===== src/rtl/code_mem_loader.sv =====
// Byte-stream boot/debug loader: packs bytes little-endian into 32-bit words
// and writes them into the code memory bank, one strobe per word.
module code_mem_loader #(
    parameter logic [31:0] BASE_ADDR  = 32'h0000_0000,
    parameter int unsigned WORD_LIMIT = 4096,
    parameter int unsigned COUNT_W    = 13
) (
    input  logic               iCLK,
    input  logic               iRST_n,
    input  logic               iStart,
    input  logic               iFlush,
    input  logic               iByteValid,
    input  logic [7:0]         iByteData,
    output logic               oByteReady,
    output logic [31:0]        oAddress,
    output logic [3:0]         oByteEnable,
    output logic [31:0]        oWriteData,
    output logic               oMemWrite,
    output logic               oMemRead,
    output logic               oBusy,
    output logic               oDone,
    output logic               oOverflow,
    output logic [COUNT_W-1:0] oWordCount
);

    localparam logic [31:0] BASE_ALIGNED = {BASE_ADDR[31:2], 2'b00};

    typedef enum logic [1:0] {
        S_IDLE,
        S_COLLECT,
        S_WRITE,
        S_DONE
    } state_t;

    state_t               r_state;
    state_t               w_next;
    logic [1:0]           r_lane;
    logic [31:0]          r_addr;
    logic [31:0]          r_data;
    logic [3:0]           r_be;
    logic [COUNT_W-1:0]   r_count;
    logic                 r_done;
    logic                 r_ovf;
    logic                 r_flush;

    logic                 w_accept;
    logic [2:0]           w_fill;
    logic [COUNT_W-1:0]   w_count_inc;
    logic                 w_limit_hit;
    logic [3:0]           w_be;

    assign w_accept    = (r_state == S_COLLECT) && iByteValid;
    // lanes filled once this cycle's byte (if any) is counted; flush sees it
    assign w_fill      = {1'b0, r_lane} + {2'b00, w_accept};
    assign w_count_inc = r_count + COUNT_W'(1);
    assign w_limit_hit = (w_count_inc == COUNT_W'(WORD_LIMIT));

    always_comb begin
        w_be = 4'b1111;
        case (w_fill)
            3'd1:    w_be = 4'b0001;
            3'd2:    w_be = 4'b0011;
            3'd3:    w_be = 4'b0111;
            default: w_be = 4'b1111;
        endcase
    end

    always_comb begin
        w_next = r_state;
        case (r_state)
            S_IDLE, S_DONE: begin
                if (iStart)
                    w_next = S_COLLECT;
            end
            S_COLLECT: begin
                if (w_fill == 3'd4 || (iFlush && w_fill != 3'd0))
                    w_next = S_WRITE;
                else if (iFlush)
                    w_next = S_DONE;
            end
            S_WRITE: begin
                if (w_limit_hit || r_flush)
                    w_next = S_DONE;
                else
                    w_next = S_COLLECT;
            end
            default: w_next = S_IDLE;
        endcase
    end

    always_ff @(posedge iCLK or negedge iRST_n) begin
        if (!iRST_n)
            r_state <= S_IDLE;
        else
            r_state <= w_next;
    end

    always_ff @(posedge iCLK or negedge iRST_n) begin
        if (!iRST_n) begin
            r_lane  <= '0;
            r_addr  <= BASE_ALIGNED;
            r_data  <= '0;
            r_be    <= '0;
            r_count <= '0;
            r_done  <= 1'b0;
            r_ovf   <= 1'b0;
            r_flush <= 1'b0;
        end else begin
            case (r_state)
                S_IDLE, S_DONE: begin
                    if (iStart) begin
                        r_lane  <= '0;
                        r_addr  <= BASE_ALIGNED;
                        r_data  <= '0;
                        r_be    <= '0;
                        r_count <= '0;
                        r_done  <= 1'b0;
                        r_ovf   <= 1'b0;
                        r_flush <= 1'b0;
                    end
                end
                S_COLLECT: begin
                    if (w_accept) begin
                        r_data[8*r_lane +: 8] <= iByteData;
                        r_lane                <= r_lane + 2'd1;
                    end
                    if (w_next == S_WRITE) begin
                        r_be    <= w_be;
                        r_flush <= iFlush;
                    end else if (w_next == S_DONE) begin
                        r_done <= 1'b1;
                    end
                end
                S_WRITE: begin
                    r_count <= w_count_inc;
                    r_addr  <= r_addr + 32'd4;
                    r_lane  <= '0;
                    r_data  <= '0;
                    r_be    <= '0;
                    r_flush <= 1'b0;
                    if (w_next == S_DONE) begin
                        r_done <= 1'b1;
                        r_ovf  <= w_limit_hit;
                    end
                end
                default: ;
            endcase
        end
    end

    // strobe decoded from state so an async reset drops it immediately
    assign oMemWrite   = (r_state == S_WRITE);
    assign oByteReady  = (r_state == S_COLLECT);
    assign oBusy       = (r_state == S_COLLECT) || (r_state == S_WRITE);
    assign oMemRead    = 1'b0;
    assign oAddress    = r_addr;
    assign oByteEnable = r_be;
    assign oWriteData  = r_data;
    assign oDone       = r_done;
    assign oOverflow   = r_ovf;
    assign oWordCount  = r_count;

endmodule


===== config.mk =====
export PLATFORM = sky130hd
export DESIGN_NAME = code_mem_loader
export DESIGN_NICKNAME = d
export VERILOG_FILES = /design/src/rtl/code_mem_loader.sv
export SDC_FILE = /design/constraint.sdc
export NUM_CORES = 1
export LEC_CHECK = 0
export BUFFER_PORTS_ARGS = -buffer_cell sky130_fd_sc_hd__buf_2
export CAP_MARGIN = 10
export CORE_MARGIN = 4
export CORE_UTILIZATION = 35
export CTS_CLUSTER_DIAMETER = 100
export DETAILED_ROUTE_END_ITERATION = 10
export PLACE_DENSITY_LB_ADDON = 0.15
export SLEW_MARGIN = 10
export SYNTH_ARGS = -nofsm -noshare
export SYNTH_HDL_FRONTEND = slang
export SYNTH_SLANG_ARGS = --single-unit

===== constraint.sdc =====
create_clock -name iCLK -period 3 [get_ports iCLK]
set_input_delay 0.6 -clock iCLK [delete_from_list [all_inputs] [get_ports iCLK]]
set_output_delay 0.6 -clock iCLK [all_outputs]
set_load 0.01 [all_outputs]

==> impl_metrics.ini, run 1 <==
[clocking]
cts_root_buf = sky130_fd_sc_hd__clkbuf_16
clk_transition_reported_paths_ns = 0.06
cts_max_level = 3
resize_count_post_cts = 0
cts_tree = yes
postCtsHoldBufs = 0
clock_path_buffers = 2
cts.repair_timing.setup_buffer_count = 0
clk-insertion-delay-late_ns = 0.34
cts_made_buffers = 9
cts_sinks = 86

[floorplan]
die-width_um = 116.3
die_area_um2 = 13520
floorplan.die.height_um = 116.3
rows = 39
io_pins = 100
core_area_um2 = 11470
start_util = 0.3579

[synth]
synth-edff-count = 0
post_synth_instance_area_um2 = 4104
synth-seq-area-share = 0.5244
synth-seq-cells = 86
synth_top_flop_cell = sky130_fd_sc_hd__dfrtp_1
synth.avg_cell_area_um2 = 10.01
postSynthCellCount = 410
ys.warnings.count = 0
async_reset_ff_frac = 1.000
netlist-cell-type-count = 47

[worst_setup_path]
worst_ep_arrival_time_ns = 2.84
critical_path.most_common_cell = sky130_fd_sc_hd__ha_1
timing.reg2reg.worst_path_depth = 11
timing.critical_path.to_type = register
type_of_the_setup_path_with_the_least_slack = reg -> reg
worstPathBufferInverterCount = 1
crit-reg2reg-launch = r_state[1]
worst_path_dominant_cell_family = compound AO/OA/AOI/OAI gates
crit-reg2reg-capture = oByteEnable[3]
rrSetupSlack_ns = 0.36
worstSetupStartpointType = register
timing.critical_path.slowest_stage_cell = sky130_fd_sc_hd__dfrtp_1
endpoint_required_time_on_the_critical_path_ns = 3.20
path_max_fanout = 8
timing.critical_path.cells = inv_1 -> ha_1 -> and2_1 -> ha_1 -> ha_1 -> nor3b_1 -> o31ai_1 -> a21oi_1 -> o21ai_1 -> nand3_1 -> o211ai_1
critical_path_cell_count = 11
critical_path.max_stage_delay_ns = 0.37

[placed_design]
dpl.cell_count = 642
detailedPlacementHpwl_um = 7476
post-place-ws_ns = 0.2673
portbufs = 96
routabilityCongestion = 0.8092

[route]
post_drt_wl_per_cell_um = 15.97
avgViaCountPerCell = 5.267
drt_iter0_markers = 181
remaining_drc_errors = 0
ant_nets = 0
vias = 3466
drt_pre_antenna_iters = 4
drt-total-wl_um = 10510

[timing]
fmax_ghz = 0.3787
timing.final.setup_violations = 0
share_of_the_cycle_needed_by_the_critical_path_after_routing = 0.8801
tns_ns = 0
worst_slack_ns = 0.3597
finalHoldWorstSlack_ns = 0.2994
grt_setup_unrepaired = no
maxSlewHeadroom = 0.4771
fin_skew_ns = 0.007409
final_period_minus_worst_setup_slack_ns = 2.640
worst-slew-pin-transition_ns = 0.7827
hold_violations = 0
slew_violations = 0

[finish]
fin_cells = 658
layout_common_cells = 95 x sky130_fd_sc_hd__buf_2, 86 x sky130_fd_sc_hd__dfrtp_1, 40 x sky130_fd_sc_hd__nand2_1
fillCellCount = 1098
share_of_final_layout_standard_cells_stronger_than_drive_strength_1 = 0.2369
layout.cells.most_common = sky130_fd_sc_hd__buf_2
antennaDiodeCount = 0
net_count_of_the_finished_layout = 533
area_growth_syn_to_layout_pct = 23.45

[global_routing]
global_route.usage.total = 0.1590
antenna_found_initial = 0
grt_pass1_vias = 3259
grt_start_max_net_pins = 55
first_pass_grt_wire_length_um = 16910
grt_overflow_total = 0

[pwr]
clockPowerShare = 0.305
p_switching_uw = 1355
vdd.ir_drop.worst_mv = 0.3742
power.combinational.fraction = 0.321
seq_power_share = 0.375
power.internal_uw = 2388
leakage_uw = 0.002548
power.switching_fraction = 0.3620
areal_power_density_over_the_cells_nw_per_um2 = 738.8

[worst_hold_path]
holdCritPathClass = in -> async

[outcome]
status = finished clean

[flow_run]
drv_cap = 0
==> routing by layer <==
metal,global-route usage,up-vias,wire length (um)
li1,-,1666,-
met1,0.2183,1698,4886
met2,0.2468,90,4856
met3,0.03161,12,587
met4,0.06497,0,175
met5,0,-,0
==> area by class of cell <==
cell class | instances | area (um^2) | area share
tap | 143 | 178.9 | 0.03532
clock inverter | 3 | 42.54 | 0.008397
multi-input combinational | 290 | 1809 | 0.3571
sequential | 86 | 2152 | 0.4248
inverter | 20 | 75.07 | 0.01482
timing repair buffer | 103 | 548.0 | 0.1082
clock buffer | 13 | 260.3 | 0.05137
==> cell families after synthesis <==
| logic type | count (synthesis) | share of synthesized area |
|---|---|---|
| compound gates | 102 | 0.1665 |
| xor+xnor | 25 | 0.05335 |
| fa+ha+maj | 10 | 0.03049 |
| buf+inv | 36 | 0.03658 |
| flops | 86 | 0.5244 |
| mux | 2 | 0.006097 |
| other cells | 1 | 0.0009138 |
| simple gates | 148 | 0.1817 |
==> worst max-delay path by stage <==
| stage | end | slack, ns | from |
|---|---|---|---|
| after floorplan | r_flush | 0.36 | r_state[1] |
| after global placement | r_flush | 0.36 | iByteValid |
| after detailed placement | r_flush | 0.27 | iByteValid |
| after CTS | oByteEnable[3] | 0.37 | r_state[1] |
| after global routing | r_flush | 0.15 | r_state[1] |
| final | oByteEnable[3] | 0.36 | r_state[1] |
==> registers in the layout, summed over array words and instances, names as in the netlist <==
signal,flops
r_flush,1
oWriteData,32
oOverflow,1
oByteEnable,4
oWordCount,13
r_lane,2
oDone,1
r_state,2
oAddress,30
==> cell usage after synthesis, types with 5 or more instances <==
library cell,n,area (um^2)
sky130_fd_sc_hd__a21oi_1,14,70.07
sky130_fd_sc_hd__a22o_1,33,289.0
sky130_fd_sc_hd__and4_1,5,43.79
sky130_fd_sc_hd__clkbuf_1,9,33.78
sky130_fd_sc_hd__dfrtp_1,86,2152
sky130_fd_sc_hd__ha_1,10,125.1
sky130_fd_sc_hd__inv_1,19,71.32
sky130_fd_sc_hd__nand2_1,40,150.1
sky130_fd_sc_hd__nand3_1,22,110.1
sky130_fd_sc_hd__nand4_1,11,68.82
sky130_fd_sc_hd__nor2_1,35,131.4
sky130_fd_sc_hd__nor3_1,5,25.02
sky130_fd_sc_hd__nor4_1,5,31.28
sky130_fd_sc_hd__o21ai_0,30,150.1
sky130_fd_sc_hd__o21ai_1,6,30.03
sky130_fd_sc_hd__or3_1,7,43.79
sky130_fd_sc_hd__xnor2_1,10,87.58
sky130_fd_sc_hd__xor2_1,15,131.4
==> per-stage QoR <==
stage	instance area [um^2]	power, uW	util
after global routing	5066	3980	0.4418
after detailed placement	4763	2629	0.4154
after floorplan	4111	2170	-
after CTS	5066	3791	0.4418
final	5066	3743	0.4418
after global placement	4763	2609	0.4154
==> power by group through the flow <==
| stage | Clock (uW) | Combinational, uW | Sequential (uW) |
|---|---|---|---|
| global placement | 0 | 1190 | 1420 |
| global route | 1210 | 1340 | 1420 |
| CTS | 1180 | 1210 | 1400 |
| floorplan | 0 | 717 | 1450 |
| detailed placement | 0 | 1210 | 1420 |
| finish | 1140 | 1200 | 1400 |
Power figures use the tool's default switching activity.
==> inputs of run 2 (changes only) <==
--- a/config.mk
+++ b/config.mk
@@ -8,7 +8,8 @@
 export BUFFER_PORTS_ARGS = -buffer_cell sky130_fd_sc_hd__buf_2
 export CAP_MARGIN = 10
 export CORE_MARGIN = 4
-export CORE_UTILIZATION = 35
+export CORE_UTILIZATION = 55
+export CTS_BUF_LIST = sky130_fd_sc_hd__clkbuf_8
 export CTS_CLUSTER_DIAMETER = 100
 export DETAILED_ROUTE_END_ITERATION = 10
 export PLACE_DENSITY_LB_ADDON = 0.15
==> run 2 against run 1 <==
Compared with the run above: die area decreased by 34%; critical path depth unchanged; combinational power decreased by 3%; hold slack improved by 0.11 ns; sequential share of layout area increased by 1.4 points; final cell count decreased by 7.0%; first-iteration DRC count decreased by 41%; wire length decreased by 11%; clock skew increased by 0.0072 ns; final area decreased by 3.1%; via count increased by 0.61%; fmax decreased by 2.5%; critical endpoint is now r_flush; largest power group unchanged.
==> impl_metrics.ini, run 2 (synthesis gave the netlist of run 1 again) <==
[finish]
fillCellCount = 598
sequential_cell_area_um2 = 2152
antennaDiodeCount = 0
net_count_of_the_finished_layout = 531
multi_input_area_um2 = 1812
share_of_final_layout_standard_cells_stronger_than_drive_strength_1 = 0.2398
layout.cells.most_common = sky130_fd_sc_hd__buf_2
layout_common_cells = 95 x sky130_fd_sc_hd__buf_2, 86 x sky130_fd_sc_hd__dfrtp_1, 40 x sky130_fd_sc_hd__nand2_1
largest_register_ffs = 32
fin_cells = 612
area_growth_syn_to_layout_pct = 19.63

[global_routing]
antenna_found_initial = 0
grt_pass1_vias = 3198
global_route.usage.total = 0.2200
grt_overflow_total = 0
grt_start_max_net_pins = 87
first_pass_grt_wire_length_um = 15460

[route]
avgViaCountPerCell = 5.698
drt_pre_antenna_iters = 5
ant_nets = 0
drt-total-wl_um = 9385
drt_iter0_markers = 107
vias = 3487
post_drt_wl_per_cell_um = 15.33
remaining_drc_errors = 0

[pwr]
areal_power_density_over_the_cells_nw_per_um2 = 710.1
power.combinational.fraction = 0.333
p_switching_uw = 1321
seq_power_share = 0.402
leakage_uw = 0.002499
power.internal_uw = 2166
clockPowerShare = 0.265
power.switching_fraction = 0.3789
vdd.ir_drop.worst_mv = 0.4726

[worst_setup_path]
worst_setup_path_endpoint = r_flush
type_of_the_setup_path_with_the_least_slack = reg -> reg
critical_path_launch_point = r_state[1]
worstSetupStartpointType = register
worst_ep_arrival_time_ns = 2.95
timing.reg2reg.worst_path_depth = 11
path_max_fanout = 8
crit-reg2reg-launch = r_state[1]
crit-reg2reg-capture = r_flush
timing.critical_path.to_type = register
rrSetupSlack_ns = 0.29
endpoint_required_time_on_the_critical_path_ns = 3.24

[clocking]
clk-insertion-delay-late_ns = 0.36
clock_path_buffers = 2
cts.repair_timing.setup_buffer_count = 0
postCtsHoldBufs = 0
cts_sinks = 86
cts_made_buffers = 9
cts_root_buf = sky130_fd_sc_hd__clkbuf_8
cts_tree = yes
clk_transition_reported_paths_ns = 0.10
cts_max_level = 3
resize_count_post_cts = 0

[timing]
hold_violations = 0
tns_ns = 0
maxSlewHeadroom = 0.2971
fin_skew_ns = 0.01462
fmax_ghz = 0.3692
grt_setup_unrepaired = no
timing.final.setup_violations = 0
slew_violations = 0
worst-slew-pin-transition_ns = 1.054
final_period_minus_worst_setup_slack_ns = 2.709
share_of_the_cycle_needed_by_the_critical_path_after_routing = 0.9028

[floorplan]
die_area_um2 = 8908
core_area_um2 = 7253
start_util = 0.5658
rows = 31
die-width_um = 94.38
floorplan.die.height_um = 94.38
io_pins = 100

[placed_design]
detailedPlacementHpwl_um = 6639
routabilityCongestion = 0.8485
portbufs = 96
dpl.cell_count = 596

[flow_run]
drv_cap = 0

[worst_hold_path]
holdCritPathClass = in -> async

[outcome]
status = finished clean
[run 2: power by group through the flow]
stage,logic [uW],registers (uW),clock network (uW)
2_1_floorplan,717,1450,0
3_3_place_gp,1130,1420,0
3_5_place_dp,1150,1420,0
4_1_cts,1160,1400,945
5_1_grt,1290,1420,1000
6_report,1160,1400,926
[run 2: how the worst min path moves through the flow]
stage	startpoint	endpoint	slack, ns	cells past startpoint
floorplan	iRST_n	oAddress[10]	0.30	0
global placement	oWriteData[23]	oWriteData[23]	0.48	1
detailed placement	oWriteData[21]	oWriteData[21]	0.49	1
CTS	iRST_n	oAddress[23]	0.46	1
global route	iByteData[0]	oWriteData[24]	0.49	2
finish	iRST_n	oAddress[23]	0.41	1
[run 2: final cells by class]
type,instances,area share
Timing Repair Buffer,101,0.1060
Multi-Input combinational cell,290,0.3690
Inverter,20,0.01529
Clock inverter,7,0.02090
Sequential cell,86,0.4383
Tap cell,99,0.02523
Clock buffer,9,0.02523
[run 2: per-layer routing]
layer | wire length (um) | vias up | GRT usage
li1 | - | 1659 | -
met1 | 4296 | 1715 | 0.3043
met2 | 4489 | 105 | 0.3434
met3 | 516 | 8 | 0.05418
met4 | 82 | 0 | 0.06980
met5 | 0 | - | 0
[run 2: per-stage QoR]
| stage | total power, uW | hold WS [ns] | util | setup WS, ns | instance area [um^2] |
|---|---|---|---|---|---|
| final | 3487 | 0.4134 | 0.6769 | 0.2915 | 4910 |
| after global placement | 2545 | 0.4816 | 0.6457 | 0.3888 | 4683 |
| after floorplan | 2170 | 0.3044 | - | 0.3638 | 4111 |
| after CTS | 3503 | 0.4570 | 0.6769 | 0.3048 | 4910 |
| after detailed placement | 2576 | 0.4871 | 0.6457 | 0.2041 | 4683 |
| after global routing | 3711 | 0.4855 | 0.6769 | 0.09460 | 4910 |
[run 2: critical path, cell delays in order, from the launching register on]
cell                      delay, ns
sky130_fd_sc_hd__dfrtp_1       0.39
sky130_fd_sc_hd__inv_1         0.07
sky130_fd_sc_hd__ha_1          0.19
sky130_fd_sc_hd__and2_1        0.14
sky130_fd_sc_hd__ha_1          0.17
sky130_fd_sc_hd__ha_1          0.33
sky130_fd_sc_hd__nor3b_1       0.34
sky130_fd_sc_hd__o31ai_1       0.11
sky130_fd_sc_hd__a21oi_1       0.29
sky130_fd_sc_hd__o21ai_1       0.26
sky130_fd_sc_hd__a22oi_1       0.21
sky130_fd_sc_hd__o21ai_0       0.10
